<file path="config.mk">
export PLATFORM = sky130hd
export DESIGN_NAME = updown_counter
export DESIGN_NICKNAME = d
export VERILOG_FILES = /design/src/rtl/counter_pkg.sv /design/src/rtl/tick_gen.sv /design/src/rtl/updown_counter.sv
export SDC_FILE = /design/constraint.sdc
export NUM_CORES = 1
export LEC_CHECK = 0
export CAP_MARGIN = 20
export CORE_UTILIZATION = 49
export CTS_BUF_LIST = sky130_fd_sc_hd__clkbuf_4 sky130_fd_sc_hd__clkbuf_8
export CTS_CLUSTER_DIAMETER = 200
export DETAILED_ROUTE_END_ITERATION = 6
export PLACE_DENSITY = 0.81
export SETUP_SLACK_MARGIN = 0.5
export SYNTH_ARGS = -nofsm -noshare
export SYNTH_HDL_FRONTEND = slang
export SYNTH_SLANG_ARGS = --single-unit
</file>
<file path="constraint.sdc">
create_clock -name clk -period 2.3 [get_ports clk]
set_input_delay 0.46 -clock clk [delete_from_list [all_inputs] [get_ports clk]]
set_output_delay 0.46 -clock clk [all_outputs]
set_load 0.02 [all_outputs]
</file>
<file path="src/rtl/counter_pkg.sv">
// rtl/counter_pkg.sv - shared types, defaults and step arithmetic for the up/down counter
package counter_pkg;

  localparam int COUNT_W           = 14;
  localparam int DEFAULT_TICK_DIV  = 10_000_000;
  localparam int DEFAULT_MAX_COUNT = 9999;

  typedef enum logic [1:0] {
    ST_STOP  = 2'd0,
    ST_RUN   = 2'd1,
    ST_CLEAR = 2'd2
  } state_t;

  // Wraps in both directions; the >= guard keeps the result within max.
  function automatic logic [COUNT_W-1:0] next_count(
    input logic [COUNT_W-1:0] cur,
    input logic               down,
    input logic [COUNT_W-1:0] max
  );
    if (down) begin
      next_count = (cur == '0) ? max : cur - COUNT_W'(1);
    end else begin
      next_count = (cur >= max) ? '0 : cur + COUNT_W'(1);
    end
  endfunction

endpackage

</file>
<file path="src/rtl/tick_gen.sv">
// rtl/tick_gen.sv - enable-gated divider producing a one-cycle tick every TICK_DIV cycles
module tick_gen
  import counter_pkg::*;
#(
  parameter int TICK_DIV = DEFAULT_TICK_DIV
) (
  input  logic clk,
  input  logic reset,
  input  logic enable,
  output logic o_tick
);

  localparam int DIV_W = (TICK_DIV > 2) ? $clog2(TICK_DIV) : 1;
  localparam logic [DIV_W-1:0] LAST = DIV_W'(TICK_DIV - 1);

  logic [DIV_W-1:0] div_q;

  // Held at zero while disabled so a restart always yields a full period.
  always_ff @(posedge clk) begin
    if (reset || !enable) begin
      div_q <= '0;
    end else if (div_q == LAST) begin
      div_q <= '0;
    end else begin
      div_q <= div_q + DIV_W'(1);
    end
  end

  assign o_tick = enable && (div_q == LAST);

endmodule

</file>
<file path="src/rtl/updown_counter.sv">
// rtl/updown_counter.sv - run/stop/clear FSM with a wrapping up/down count register
module updown_counter
  import counter_pkg::*;
#(
  parameter int TICK_DIV  = DEFAULT_TICK_DIV,
  parameter int MAX_COUNT = DEFAULT_MAX_COUNT
) (
  input  logic               clk,
  input  logic               reset,
  input  logic               btn_run_stop,
  input  logic               btn_clear,
  input  logic               btn_mode,
  output logic [COUNT_W-1:0] count_data,
  output logic               run_led,
  output logic               mode_led
);

  localparam logic [COUNT_W-1:0] MAX_VAL = COUNT_W'(MAX_COUNT);

  state_t             state_q, state_d;
  logic [COUNT_W-1:0] count_q;
  logic               mode_q;
  logic               tick;
  logic               enter_clear;

  tick_gen #(
    .TICK_DIV(TICK_DIV)
  ) u_tick_gen (
    .clk   (clk),
    .reset (reset),
    .enable(state_q == ST_RUN),
    .o_tick(tick)
  );

  always_ff @(posedge clk) begin
    if (reset) begin
      state_q <= ST_STOP;
    end else begin
      state_q <= state_d;
    end
  end

  // Clear has priority over run/stop; CLEAR itself ignores both buttons.
  always_comb begin
    state_d = state_q;
    run_led = 1'b0;
    case (state_q)
      ST_STOP: begin
        if (btn_clear)         state_d = ST_CLEAR;
        else if (btn_run_stop) state_d = ST_RUN;
      end
      ST_RUN: begin
        run_led = 1'b1;
        if (btn_clear)         state_d = ST_CLEAR;
        else if (btn_run_stop) state_d = ST_STOP;
      end
      ST_CLEAR: state_d = ST_STOP;
      default:  state_d = ST_STOP;
    endcase
  end

  assign enter_clear = btn_clear && (state_q != ST_CLEAR);

  // A tick on the stopping edge still steps, using the pre-toggle direction.
  always_ff @(posedge clk) begin
    if (reset) begin
      count_q <= '0;
      mode_q  <= 1'b0;
    end else begin
      if (btn_mode) mode_q <= ~mode_q;
      if (enter_clear) begin
        count_q <= '0;
      end else if (tick) begin
        count_q <= next_count(count_q, mode_q, MAX_VAL);
      end
    end
  end

  assign count_data = count_q;
  assign mode_led   = mode_q;

endmodule

</file>
* After elaboration in Yosys (flattened, before gate mapping)
Index checks and enable logic that the tools add are counted.
** Storage, ports and cells
- Register bits after elaboration :: 41
- Input port bits :: 5
- Output and inout bits :: 16
- Logic and storage cells :: 32
** Operators by class
- Add/subtract/negate cells :: 3
- Magnitude comparators :: 1
- Equal/unequal tests :: 5
- Multiplexer cells :: 9
- Bitwise gates (word level) :: 1
- Reduce and logical (&&, ||, !) cells :: 9
** Operator list (number)
- $mux 14 :: 3
- $add 24x1->24 const B :: 1
- $eq 24x24->1 const B :: 1
- $add 14x1->14 const B :: 1
- $ge 14x14->1 const B :: 1
- $logic_not 14->1 :: 1
- $sub 14x1->14 const B :: 1
- $mux 2 :: 4
- $ne 3x3->1 const B :: 2
- $pmux 2 s2 :: 1
- $reduce_or 2->1 :: 2
- $eq 2x1->1 const B :: 1
- $logic_and 1x1->1 :: 2
- $logic_not 2->1 :: 1
- $ne 2x2->1 const B :: 1
- $reduce_and 2->1 :: 1
- $logic_not 1->1 :: 1
- $logic_or 1x1->1 :: 1
- $mux 1 :: 1
- $not 1->1 :: 1

* Logic depth before layout (Yosys ltp)
- Word-level depth :: 4
- Gate-level depth with buffers :: 8
- Gate-level depth less buffers :: 7

* Cells and area by module
A second synthesis with hierarchy kept.
** Second synthesis, totals
- Cells, all modules :: 314
- Area, all modules :: 2566.2 µm²
** Modules (own cells, without submodules)
- updown_counter :: times used 1, cells each 178, area an instance 1411.4 µm², seq. area each 340.3 µm²
- tick_gen :: times used 1, cells each 136, area an instance 1154.9 µm², seq. area each 480.5 µm²

* Least setup slack after synthesis
Ideal clock, no wire load.
- Path type :: flip-flop to flip-flop
- From :: register count_q[0] (netlist: count_data[0])
- To :: register count_q[5] (netlist: count_data[5])
- Setup time :: 0.125 ns
- Arrival :: 2.266 ns
- Required time :: 2.175 ns
- Slack :: -0.091 ns
- Cell stages (with the launch flop) :: 8
- Path buffers :: 0
- Clock period less this slack :: 2.391 ns
- Cells stage by stage :: dfxtp_1 inv_1 ha_1 or3b_2 o41ai_1 o21ai_0 a211oi_1 a211oi_1
** Between the ends
- Word-level cells in the longest chain between the ends :: 3
- Elaborated cells between the ends (all ways) :: 7
- Classes of those cells :: add/sub: 2; order compare: 1; mux: 3; reduce/logical: 1
** Ends and longest elaborated chain
- from (decl) :: RTL line updown_counter.sv:21 : logic [COUNT_W-1:0] count_q;
- from (signal assigned) :: RTL line updown_counter.sv:74 : count_q <= next_count(count_q, mode_q, MAX_VAL);
- $add 14x1->14 (tied with other cells) :: RTL line counter_pkg.sv:23 : next_count = (cur >= max) ? '0 : cur + COUNT_W'(1);
- $mux 14, on equally long branches :: RTL line counter_pkg.sv:23, counter_pkg.sv:21
- $mux 14 (*) :: RTL line counter_pkg.sv:20 : if (down) begin
Every way passes the cells marked *; elsewhere a longest branch is shown, timed or not.
A chain may end at the register's enable or synchronous reset.

* Worst setup path after layout
- From :: register u_tick_gen.div_q[0]
- To :: register count_q[3] (netlist: count_data[3])
** Between the ends
- Word-level cells in the longest chain between the ends :: 2
** Ends and longest elaborated chain
- from (decl) :: RTL line tick_gen.sv:16 : logic [DIV_W-1:0] div_q;
- from (signal assigned) :: RTL line tick_gen.sv:25 : div_q <= div_q + DIV_W'(1);
- $eq 24x24->1 :: RTL line tick_gen.sv:29 : assign o_tick = enable && (div_q == LAST);
- $logic_and 1x1->1 :: RTL line tick_gen.sv:29
No other way between the ends.

==> results.md <==
- Outcome: complete, no violations
- WP data arrival: 2340 ps
- Nets: ~390
- Full die area: 0.005557 mm^2
- # diodes: 0
- RSZ-0062 raised after global routing: true
- # rows: 26
- Hold Path Class: reg2reg
- LEAKAGE: 1.299 nW
- Area fraction of the dominant cell type after synthesis: 0.3183
- GRT busiest layer: met2
- Clock sink count: 41
- Avg Vias per Cell: 6.446
- Fill cells: a little under 400
- Area after DPL: 0.003037 mm^2
- Synth Flop Type: dfxtp_1
- Final setup TNS: 0 ps
- Initial Util: 0.5081
- Post-Syn Instances: 325
- Achievable frequency: approximately 460 MHz
- Minimum clock period: 2157 ps
- Largest area contributor in the netlist: dfxtp_1
- Worst Setup End Kind: flip-flop
- Final setup margin: approximately 140 ps
- Congestion Overflow GR: 0
- EDFF count, synth: 0
- H-Tree Depth: 2
- Fin. max-slew vios: 0
- WL final: 8221 um
- Number of remaining DRC errors: 0
- Distinct cells, synth: between 50 and 60
- Skew-Pair Late Insertion Delay: ~300 ps
- GRT met3 Usage: 0.07995
- P&R area growth vs syn: 33.53%
- Worst Path Max Fanout: 4
- Root Buffer: clkbuf_8
- Final Cell Area: 0.003443 mm^2
- Post-DP HPWL: approximately 5100 um
- Worst hold margin: slightly below 500 ps
- VDD IR max: 0.0003676 V
- Synth Cell Area: around 0.0026 mm^2
- Avg Cell Area, Syn: approximately 7.9 um^2
- Fraction of registers with async set/reset: 0
- Synth area leaders: dfxtp_1 32%, xnor2_1 6.5%, nor2_1 5.7%
- CTS tree: done
- CTS clk-pin slew, worst paths: about 80 ps
- IO buf count: 20
- Crit path launch type: flip-flop
- Clock Skew: 6.689 ps
- Met1 Usage GRT: 0.3619
- Required @ worst endpoint: between 2000 and 2500 ps
- Clk buf depth: 2
- Sequential area share after synthesis: 0.3183
- Grt met2 use: 0.4585
- Via Count: roughly 2900
- Final hold violation count: 0
- Pre-CTS worst setup slack: approximately 120 ps
- Synth Warn #: 0
- Final setup fails: 0
- Antenna violations before repair: 0
- Layout cell share with drive strength beyond 1: 0.2887
- CTS Buf Count: 5
- Power Total: approximately 1.4 mW
- Flop and latch count out of synthesis: 41
- First-pass GRT wire length: 12270 um
- Routed Antenna Nets: 0
- Final period utilization: 0.9380
- GPL Wtd Cong: approximately 0.98
- Die X: ~75 um
- Routed WL per cell: approximately 18 um
- Vias in the first global route: 2554
- Core footprint: between 0.005 and 0.006 mm^2
- Largest net degree at the start of global routing: 25
- Total track usage: 0.2886
- Pwr per Cell Area: 408.6 mW/mm^2
- IO Count: 21
- Critical path type: reg2reg
- Die H: 74.55 um
- Syn nets: about 330
- First-pass DRT Iterations: 5
- Slew HR: 0.5914
- Initial DRC count: 370
- Worst-margin pin slew: between 600 and 700 ps
- Max_cap viols: 0
cell usage in the layout, fill, tap and decap left out, types with 4 or more instances in the layout:
| cell | n |
|---|---|
| nand2_1 | 16 |
| dfxtp_1 | 28 |
| dfxtp_2 | 10 |
| xor2_1 | 7 |
| dlymetal6s2s_1 | 4 |
| xnor2_1 | 19 |
| nor3_1 | 18 |
| dlygate4sd2_1 | 10 |
| nor4_1 | 9 |
| clkbuf_8 | 5 |
| buf_6 | 5 |
| a211oi_1 | 6 |
| nand3_1 | 25 |
| nor2_1 | 37 |
| buf_4 | 37 |
| a21oi_1 | 12 |
| o21ai_0 | 9 |
| clkdlybuf4s50_1 | 5 |
| and3_1 | 5 |
| or3_1 | 4 |
| or4_4 | 5 |
| inv_1 | 10 |
| and4_1 | 4 |
| nand4_1 | 9 |
critical path, cell delays in order (launching register included):
cell	delay [ps]
dfxtp_2	360
ha_4	150
nand2_4	40
or4_4	540
buf_6	150
or4_4	590
o22ai_2	110
a21oi_1	80
routing by layer:
layer / routed length (um) / vias to the layer above
met1: 3311 / 1344
met4: 312 / 0
met5: 0 / -
met2: 3848 / 202
met3: 748 / 46
li1: - / 1315
synth_stat cells (5+ instances only):
cell type,instances
nand2_1,19
a21oi_1,13
nand4_1,9
nor3_1,18
and3_1,5
nor2_1,39
xnor2_1,19
clkbuf_1,8
nand3_1,26
nor4_1,9
xor2_1,7
o21ai_0,13
a211oi_1,7
dfxtp_1,41
inv_1,12
timing repair:
| action | 4_1_cts | 5_1_grt |
|---|---|---|
| endpoints found under the hold margin | 0 | 0 |
| gates resized for setup | 32 | 23 |
| setup endpoints to repair | 48 | 42 |
| buffers inserted | 16 | 5 |
| cloned | 1 | 0 |
| hold buffers | 0 | 0 |
| pin swaps | 16 | 14 |
worst paths after layout:
path                        from       endpoint  slack [ps]  cells after the start
max          u_tick_gen.div_q[0]  count_data[3]         140                      7
min                   state_q[1]     state_q[1]         490                      1
max reg2reg  u_tick_gen.div_q[0]  count_data[3]         140                      7
min reg2reg           state_q[1]     state_q[1]         490                      1
registers in the layout (all words and copies together) (netlist names):
name and flops:
u_tick_gen.div_q 24, state_q 2, mode_led 1, count_data 14
through the flow:
stage,utilization,instances
final,0.6785,451
after global routing,0.6785,451
after CTS,0.6566,446
after detailed placement,0.5984,421
after global placement,0.5984,421
after floorplan,-,325
area by class of cell:
| type | instances | area [um^2] | share of cell area |
|---|---|---|---|
| Clock buffer | 5 | 68.82 | 0.01999 |
| Clock inverter | 3 | 43.79 | 0.01272 |
| Inverter | 13 | 48.80 | 0.01417 |
| Multi-Input combinational cell | 257 | 1823 | 0.5294 |
| Sequential cell | 41 | 844.6 | 0.2453 |
| Tap cell | 70 | 87.58 | 0.02544 |
| Timing Repair Buffer | 62 | 526.8 | 0.1530 |
logic make-up after synthesis:
family,after synthesis,share of synthesized area
adder cells (fa/ha/maj),3,0.01456
XOR/XNOR,26,0.08831
buffers and inverters,28,0.05143
AO/OA/AOI/OAI,63,0.1742
flip-flops,41,0.3183
AND/OR/NAND/NOR,164,0.3532
where the power goes:
| group | switching (mW) | internal, mW | total, mW |
|---|---|---|---|
| sequential | 0.00435 | 0.710 | 0.714 |
| combinational | 0.0629 | 0.0346 | 0.0975 |
| clock | 0.270 | 0.325 | 0.596 |
(Power assumes the default switching activity.)
